## src/rtl/bcd_conv_scheduler.sv

```systemverilog
// rtl/bcd_conv_scheduler.sv - round-robin scheduler sharing one multi-cycle binary-to-BCD converter
// Optional feature macro: BCD_SCHED_TIMEOUT_EN (abort a conversion after TIMEOUT_CYC cycles in WAIT)
module bcd_conv_scheduler #(
  parameter int N_REQ       = 2,
  parameter int WIDTH       = 12,
  parameter int TIMEOUT_CYC = 64
) (
  input  logic                   clk_i,
  input  logic                   rst_i,
  input  logic [N_REQ-1:0]       req_i,
  input  logic [N_REQ*WIDTH-1:0] bin_i,
  output logic [N_REQ-1:0]       gnt_o,
  output logic [N_REQ-1:0]       ack_o,
  output logic [11:0]            bcd_o,
  output logic                   ovf_o,
  output logic                   err_o,
  output logic                   conv_start_o,
  output logic [WIDTH-1:0]       conv_bin_o,
  input  logic                   conv_done_i,
  input  logic [11:0]            conv_bcd_i
);

  localparam int               PTR_W  = (N_REQ > 1) ? $clog2(N_REQ) : 1;
  localparam logic [WIDTH-1:0] MAX_OP = WIDTH'(999);

  typedef enum logic [1:0] {IDLE, START, WAIT, DELIVER} state_t;

  state_t           state;
  state_t           state_next;
  logic [PTR_W-1:0] ptr;
  logic [PTR_W-1:0] win_q;
  logic [PTR_W-1:0] win_pick;
  logic             found;
  logic [WIDTH-1:0] op_pick;
  logic             ovf_q;
  logic             take;
  logic             deliver_go;
  logic             timeout;

  // Requester index reached by stepping offs places past base, wrapping at N_REQ.
  function automatic logic [PTR_W-1:0] rr_index(input logic [PTR_W-1:0] base, input int offs);
    int sum;
    sum = int'(base) + offs;
    if (sum >= N_REQ) sum = sum - N_REQ;
    return PTR_W'(sum);
  endfunction

  // Round-robin search: first active request at or after the pointer.
  always_comb begin
    found    = 1'b0;
    win_pick = '0;
    for (int i = 0; i < N_REQ; i++) begin
      if (!found && req_i[rr_index(ptr, i)]) begin
        found    = 1'b1;
        win_pick = rr_index(ptr, i);
      end
    end
  end

  assign op_pick    = bin_i[win_pick*WIDTH +: WIDTH];
  assign take       = (state == IDLE) && found;
  assign deliver_go = (state == WAIT) && (state_next == DELIVER);

  // Next-state logic; conv_done_i only matters while waiting on the converter.
  always_comb begin
    state_next = state;
    unique case (state)
      IDLE:    if (found) state_next = START;
      START:   state_next = WAIT;
      WAIT:    if (conv_done_i || timeout) state_next = DELIVER;
      DELIVER: state_next = IDLE;
      default: state_next = IDLE;
    endcase
  end

  // State register.
  always_ff @(posedge clk_i or posedge rst_i) begin
    if (rst_i) state <= IDLE;
    else       state <= state_next;
  end

  // Latch winner and clamped operand on the grant decision; held for the whole slot.
  always_ff @(posedge clk_i or posedge rst_i) begin
    if (rst_i) begin
      win_q      <= '0;
      conv_bin_o <= '0;
      ovf_q      <= 1'b0;
    end else if (take) begin
      win_q <= win_pick;
      if (op_pick > MAX_OP) begin
        conv_bin_o <= MAX_OP;
        ovf_q      <= 1'b1;
      end else begin
        conv_bin_o <= op_pick;
        ovf_q      <= 1'b0;
      end
    end
  end

  // Single-cycle handshake pulses, registered from the state transitions.
  always_ff @(posedge clk_i or posedge rst_i) begin
    if (rst_i) begin
      gnt_o        <= '0;
      ack_o        <= '0;
      conv_start_o <= 1'b0;
    end else begin
      gnt_o        <= '0;
      ack_o        <= '0;
      conv_start_o <= take;
      if (take)       gnt_o[win_pick] <= 1'b1;
      if (deliver_go) ack_o[win_q]    <= 1'b1;
    end
  end

  // Publish the result and advance the round-robin pointer past the served requester.
  always_ff @(posedge clk_i or posedge rst_i) begin
    if (rst_i) begin
      bcd_o <= '0;
      ovf_o <= 1'b0;
      ptr   <= '0;
    end else if (deliver_go) begin
      ptr <= (win_q == PTR_W'(N_REQ - 1)) ? '0 : win_q + 1'b1;
      if (timeout) begin
        bcd_o <= 12'hFFF;
        ovf_o <= 1'b0;
      end else begin
        bcd_o <= conv_bcd_i;
        ovf_o <= ovf_q;
      end
    end
  end

`ifdef BCD_SCHED_TIMEOUT_EN
  localparam int CNT_W = $clog2(TIMEOUT_CYC + 1);

  logic [CNT_W-1:0] wait_cnt;
  logic             err_q;

  // A real completion on the last allowed cycle wins over the abort.
  assign timeout = (state == WAIT) && !conv_done_i && (wait_cnt == CNT_W'(TIMEOUT_CYC - 1));
  assign err_o   = err_q;

  // Count cycles spent in WAIT; cleared outside it so every slot starts fresh.
  always_ff @(posedge clk_i or posedge rst_i) begin
    if (rst_i)              wait_cnt <= '0;
    else if (state == WAIT) wait_cnt <= wait_cnt + 1'b1;
    else                    wait_cnt <= '0;
  end

  // Error flag follows each delivery: set on abort, cleared by a real result.
  always_ff @(posedge clk_i or posedge rst_i) begin
    if (rst_i)           err_q <= 1'b0;
    else if (deliver_go) err_q <= timeout;
  end
`else
  // Parameter kept so both builds share one parameter list.
  localparam int timeout_cyc_unused = TIMEOUT_CYC;

  assign timeout = 1'b0;
  assign err_o   = 1'b0;
`endif

endmodule

```

## config.mk

```make
export PLATFORM = sky130hd
export DESIGN_NAME = bcd_conv_scheduler
export DESIGN_NICKNAME = d
export VERILOG_FILES = /design/src/rtl/bcd_conv_scheduler.sv
export SDC_FILE = /design/constraint.sdc
export NUM_CORES = 1
export LEC_CHECK = 0
export ABC_AREA = 1
export BUFFER_PORTS_ARGS = -buffer_cell sky130_fd_sc_hd__buf_2
export CAP_MARGIN = 25
export CORE_MARGIN = 2
export CORE_UTILIZATION = 46
export DETAILED_ROUTE_END_ITERATION = 8
export GPL_TIMING_DRIVEN = 0
export PLACE_DENSITY = 0.79
export SYNTH_ARGS = -nofsm -noshare
export SYNTH_HDL_FRONTEND = slang
export SYNTH_SLANG_ARGS = --single-unit
```

## constraint.sdc

```tcl
create_clock -name clk_i -period 1.6 [get_ports clk_i]
set_clock_uncertainty 0.15 [all_clocks]
set_input_delay 0.32 -clock clk_i [delete_from_list [all_inputs] [get_ports clk_i]]
set_output_delay 0.32 -clock clk_i [all_outputs]
set_load 0.1 [all_outputs]
```

# Word level (Yosys, flattened, before mapping)
# Cells that the tools add are included.
[word_totals]
reg_bits = 35
input_bits = 41
out_inout_bits = 31
elab_cells = 58
[classes]
addsub = 4
multipliers = 1
magnitude_cmp = 9
n_eq_ne = 4
shifts = 1
n_mux = 22
n_reduce_logical = 7
[op_table]
columns = ["operator", "count"]
rows = [
  ["24-bit by 6-bit indexed part select with 12-bit output", 1],
  ["1-bit 2-to-1 mux", 14],
  ["12-bit by 10-bit > comparator with 1-bit output (second input constant)", 1],
  ["12-bit 2-to-1 mux", 1],
  ["1-bit by 2-bit less-than comparator with 1-bit output (second input constant)", 4],
  ["2-bit 2-to-1 mux", 4],
  ["2-bit case mux with 4 select lines", 1],
  ["2-bit equality test (second input constant)", 3],
  ["1-bit logical AND", 5],
  ["1-bit by 2-bit multiplier with 3-bit output (second input constant)", 1],
  ["1-bit by 1-bit adder with 2-bit output (second input constant)", 1],
  ["1-bit demux with 1-bit select", 2],
  ["2-bit by 1-bit equality test with 1-bit output (second input constant)", 1],
  ["1-bit greater-or-equal comparator (second input constant)", 2],
  ["1-bit by 2-bit greater-or-equal comparator with 1-bit output (second input constant)", 1],
  ["2-bit greater-or-equal comparator (second input constant)", 1],
  ["2-bit logical NOT", 1],
  ["1-bit subtractor (second input constant)", 2],
  ["1-bit adder (second input constant)", 1],
  ["1-bit logical NOT", 1],
]

# Depth between registers and ports, before layout
[logic_depth]
word_depth = 13
depth_mapped = 11
depth_no_buf = 11

# Worst setup path before layout
# OpenSTA, ideal clock, no wires.
[synth_timing]
kind = "flip-flop to flip-flop"
from = "register conv_bin_o[7] (netlist name)"
to = "register conv_bin_o[7]"
setup_time_ns = 0.113
t_arrival_ns = 1.237
required_ns = 1.337
path_slack_ns = 0.100
stages_incl_launch_ff = 4
path_buffers = 0
period_less_slack_ns = 1.500
path_cell_list = "dfrtp_1 or2_2 nand2_1 inv_1"
[synth_lines]
columns = ["element", "line_no", "rtl"]
rows = [
  ["to (signal assigned)", "94", "conv_bin_o <= op_pick;"],
  ["to (decl)", "18", "output logic [WIDTH-1:0] conv_bin_o,"],
]

# Worst setup path after layout
[layout_timing]
from = "register ptr"
to = "register conv_bin_o[5]"
[layout_via]
elab_chain_len = 12
elab_cells_between_ends = 22
classes_between = "3 x add/sub; 1 x mul; 3 x order compare; 1 x shift; 11 x mux; 3 x reduce/logical"
[layout_rtl]
columns = ["element", "line_no", "rtl"]
rows = [
  ["from (decl)", "30", "logic [PTR_W-1:0] ptr;"],
  ["from (signal assigned)", "122", "ptr <= (win_q == PTR_W'(N_REQ - 1)) ? '0 : win_q + 1'b1;"],
  ["1-bit by 2-bit greater-or-equal comparator with 1-bit output / 1-bit subtractor (equally long branches)", "44", "if (sum >= N_REQ) sum = sum - N_REQ;"],
  ["1-bit 2-to-1 mux", "44", ""],
  ["1-bit 2-to-1 mux (not written as such) (2 in a row)", "53", "if (!found && req_i[rr_index(ptr, i)]) begin"],
  ["1-bit 2-to-1 mux", "53", ""],
  ["1-bit logical NOT", "53", ""],
  ["1-bit logical AND", "53", ""],
  ["1-bit 2-to-1 mux", "53", ""],
  ["1-bit by 2-bit multiplier with 3-bit output", "60", "assign op_pick = bin_i[win_pick*WIDTH +: WIDTH];"],
  ["24-bit by 6-bit indexed part select with 12-bit output", "60", ""],
  ["12-bit by 10-bit > comparator with 1-bit output", "90", "if (op_pick > MAX_OP) begin"],
  ["12-bit 2-to-1 mux", "90", ""],
]
# Several ways; a longest one is shown, not always the timed one. The select of a mux whose other input is x is not followed.
# A chain may end at the register's enable or synchronous reset.

==> impl_metrics.env <==
export IMPL_outcome="finished, violations left"
export IMPL_violations="negative setup slack"
export IMPL_slew_viol_final=0
export IMPL_cts_tree="built"
export IMPL_ios=72
export IMPL_cap_violations=0
export IMPL_ff_latch_area_um2=876
export IMPL_finalCritPeriodShare_pct=100
export IMPL_yosys_area_top_type_share_pct=56.0
export IMPL_htreeDepth=2
export IMPL_post_drt_wl_per_cell_um=12.3
export IMPL_cp_top_family="flip-flops"
export IMPL_relSlewSlack_pct=44.3
export IMPL_syn_num_nets=192
export IMPL_grt_max_degree=22
export IMPL_worstSetupPathType="reg -> reg"
export IMPL_syn_to_final_growth_pct=47.7
export IMPL_syn_area_um2=1560
export IMPL_clk_pin_slew_worst_paths_ps=100
export IMPL_vias=1286
export IMPL_synth_distinct_cells=27
export IMPL_rsz0062_at_grt="yes"
export IMPL_crit_arrival_ps=1690
export IMPL_port_buffers=69
export IMPL_dp_slack_ps=-107
export IMPL_synthArstFlopShare_pct=100
export IMPL_yosys_warnings=0
export IMPL_hold_viol_final=0
export IMPL_postRouteAntennaNets=0
export IMPL_dpl_hpwl_um=2380
export IMPL_synth_common_cells="dfrtp_1 (35), nand2_1 (27), inv_1 (19)"
export IMPL_finalSetupViolCount=1
export IMPL_period_minus_slack_ps=1600
export IMPL_grt_pass1_wl_um=5320
export IMPL_hold_class="in -> reg"
export IMPL_worst_path_max_fanout=8
export IMPL_grt_ovfl_total=0
export IMPL_root_buffer="clkbuf_4"
export IMPL_nNetsFinal=275
export IMPL_slowest_delay_ps=400
export IMPL_rows=21
export IMPL_ys_top_cells_by_area="dfrtp_1 (56%), mux2_1 (8.6%), nand2_1 (6.5%), inv_1 (4.6%), nand3_1 (3.2%)"
export IMPL_clk_path_buf_depth=2
export IMPL_avgViaCountPerCell=4.58
export IMPL_antenna_found_initial=0
export IMPL_n_antenna_cell=0
export IMPL_critPathBufInv=4
export IMPL_start_util_pct=47.2
export IMPL_cp_required_ps=1690
export IMPL_fin_util_pct=69.7
export IMPL_synthCells=151
export IMPL_track_usage_pct=18.0
export IMPL_startpoint_type="register"
export IMPL_drt_total_wl_um=3460
export IMPL_dieArea_um2=3880
export IMPL_cp_end_kind="register"
export IMPL_num_fill_cells=275
export IMPL_yosysSeqAreaShare_pct=56.0
export IMPL_max_freq_ghz=0.625
export IMPL_path_cells="inv_2 > nand2_4 > nand2_4 > buf_12 > nand2_8 > a21oi_4 > inv_2 > o22ai_2 > inv_1"
export IMPL_avgSynthCellArea_um2=10.3
export IMPL_drtIter0Drc=29
export IMPL_multi_input_area_um2=686
export IMPL_grt_pass1_vias=1263
export IMPL_synth_edf_count=0
export IMPL_cts_sinks=35
export IMPL_fp_dieW_um=62.3
export IMPL_fin_ws_ps=-0.0606
export IMPL_cp_slowest_cell="dfrtp_1"
export IMPL_fin_hold_ws_ps=47.4
export IMPL_ys_ff_latch=35
export IMPL_core_um2=3310
export IMPL_drive_above_1_share_pct=51.5
export IMPL_yosysMostFrequentCell="dfrtp_1"
export IMPL_drtPass1Iterations=4
export IMPL_cts_buffers=5
export IMPL_ys_dominant_reg_cell="dfrtp_1"
export IMPL_yosys_area_top_type="dfrtp_1"
export IMPL_drc=0
export IMPL_die_height_um=62.3
export IMPL_clock_latency_ps=340
export IMPL_worst_pin_slew_ps=835
export IMPL_gp_congestion=0.729
## per-layer routing
layer	share of wire [%]	wire length, µm	track usage, %	vias to the layer above
li1	-	-	-	639
met3	7.3	252	5.62	5
met2	50	1710	31.9	62
met1	41	1430	19.2	580
met4	1.8	61	9.17	0
met5	0	0	0	-
## flip-flops by register name, indices dropped and copies added, names as in the netlist
name,cells
ack_o,2
bcd_o,12
conv_bin_o,12
conv_start_o,1
gnt_o,2
ovf_o,1
ovf_q,1
ptr,1
state,2
win_q,1
## cell families after synthesis
group                     synth area share (%)
and+or+nand+nor                           19.1
DFF                                       56.0
buffers and inverters                     7.85
muxes                                     10.6
AOI/OAI and AO/OA                         5.69
xor gates and xnor gates                 0.561
other                                    0.240
## path summary, 6_finish.rpt
path / startpoint / endpoint / slack, ps / cells past startpoint
max: ptr$_DFFE_PP0N_ / conv_bin_o[5]$_DFFE_PP0P_ / -0.06 / 9
min: conv_bcd_i[8] / bcd_o[8]$_DFFE_PP0N_ / 50 / 2
max reg2reg: ptr$_DFFE_PP0N_ / conv_bin_o[5]$_DFFE_PP0P_ / -0.06 / 9
min reg2reg: win_q$_DFFE_PP0P_ / ack_o[0]$_DFF_PP0_ / 290 / 1
max in group asynchronous: rst_i / state[1]$_DFF_PP0_ / 190 / 4
min in group asynchronous: rst_i / conv_bin_o[11]$_DFFE_PP0P_ / 560 / 3
## cell type report
cell class	instances	area share, %
multi-input cells	90	29.7
repair buffers	75	21.2
plain buffers	5	1.95
inverters	22	3.69
well taps	46	2.49
flip-flops and latches	35	37.9
clock buffers	8	2.98
## per-stage QoR
| step | setup TNS [ps] | area (µm²) | instances |
|---|---|---|---|
| 2_1_floorplan | 0 | 1560 | 151 |
| 3_3_place_gp | -3290 | 1970 | 266 |
| 3_5_place_dp | -845 | 1990 | 267 |
| 4_1_cts | 0 | 2150 | 278 |
| 5_1_grt | -675 | 2310 | 281 |
| 6_report | -0.0606 | 2310 | 281 |
## cell usage in the layout (no fill, tap or decap), types with 2 or more instances in the layout
| cell type | count |
|---|---|
| or2_1 | 3 |
| a21oi_4 | 2 |
| mux2i_2 | 3 |
| dfrtp_1 | 35 |
| inv_1 | 18 |
| mux2_1 | 12 |
| inv_2 | 3 |
| clkbuf_4 | 14 |
| nand2_1 | 19 |
| nand3_1 | 6 |
| nand2_4 | 4 |
| clkbuf_8 | 2 |
| o22ai_2 | 2 |
| buf_2 | 43 |
| buf_4 | 24 |
| nand3b_1 | 3 |
| nor2_1 | 9 |
| nand3_2 | 4 |
| a21oi_1 | 2 |
| or2_2 | 2 |
| nand2_2 | 7 |
## what timing repair did
item / 4_1_cts / 5_1_grt
hold buffers: 1 / 0
resized for setup: 23 / 36
endpoints found under the hold margin: 20 / 0
setup buffers: 1 / 3
endpoints found under the setup margin: 30 / 20
pin swaps: 2 / 9
gates cloned: 1 / 0
Power is left out: the tool's default activity adds up to more than one toggle a clock period on the data nets, which glitch-free logic cannot reach.
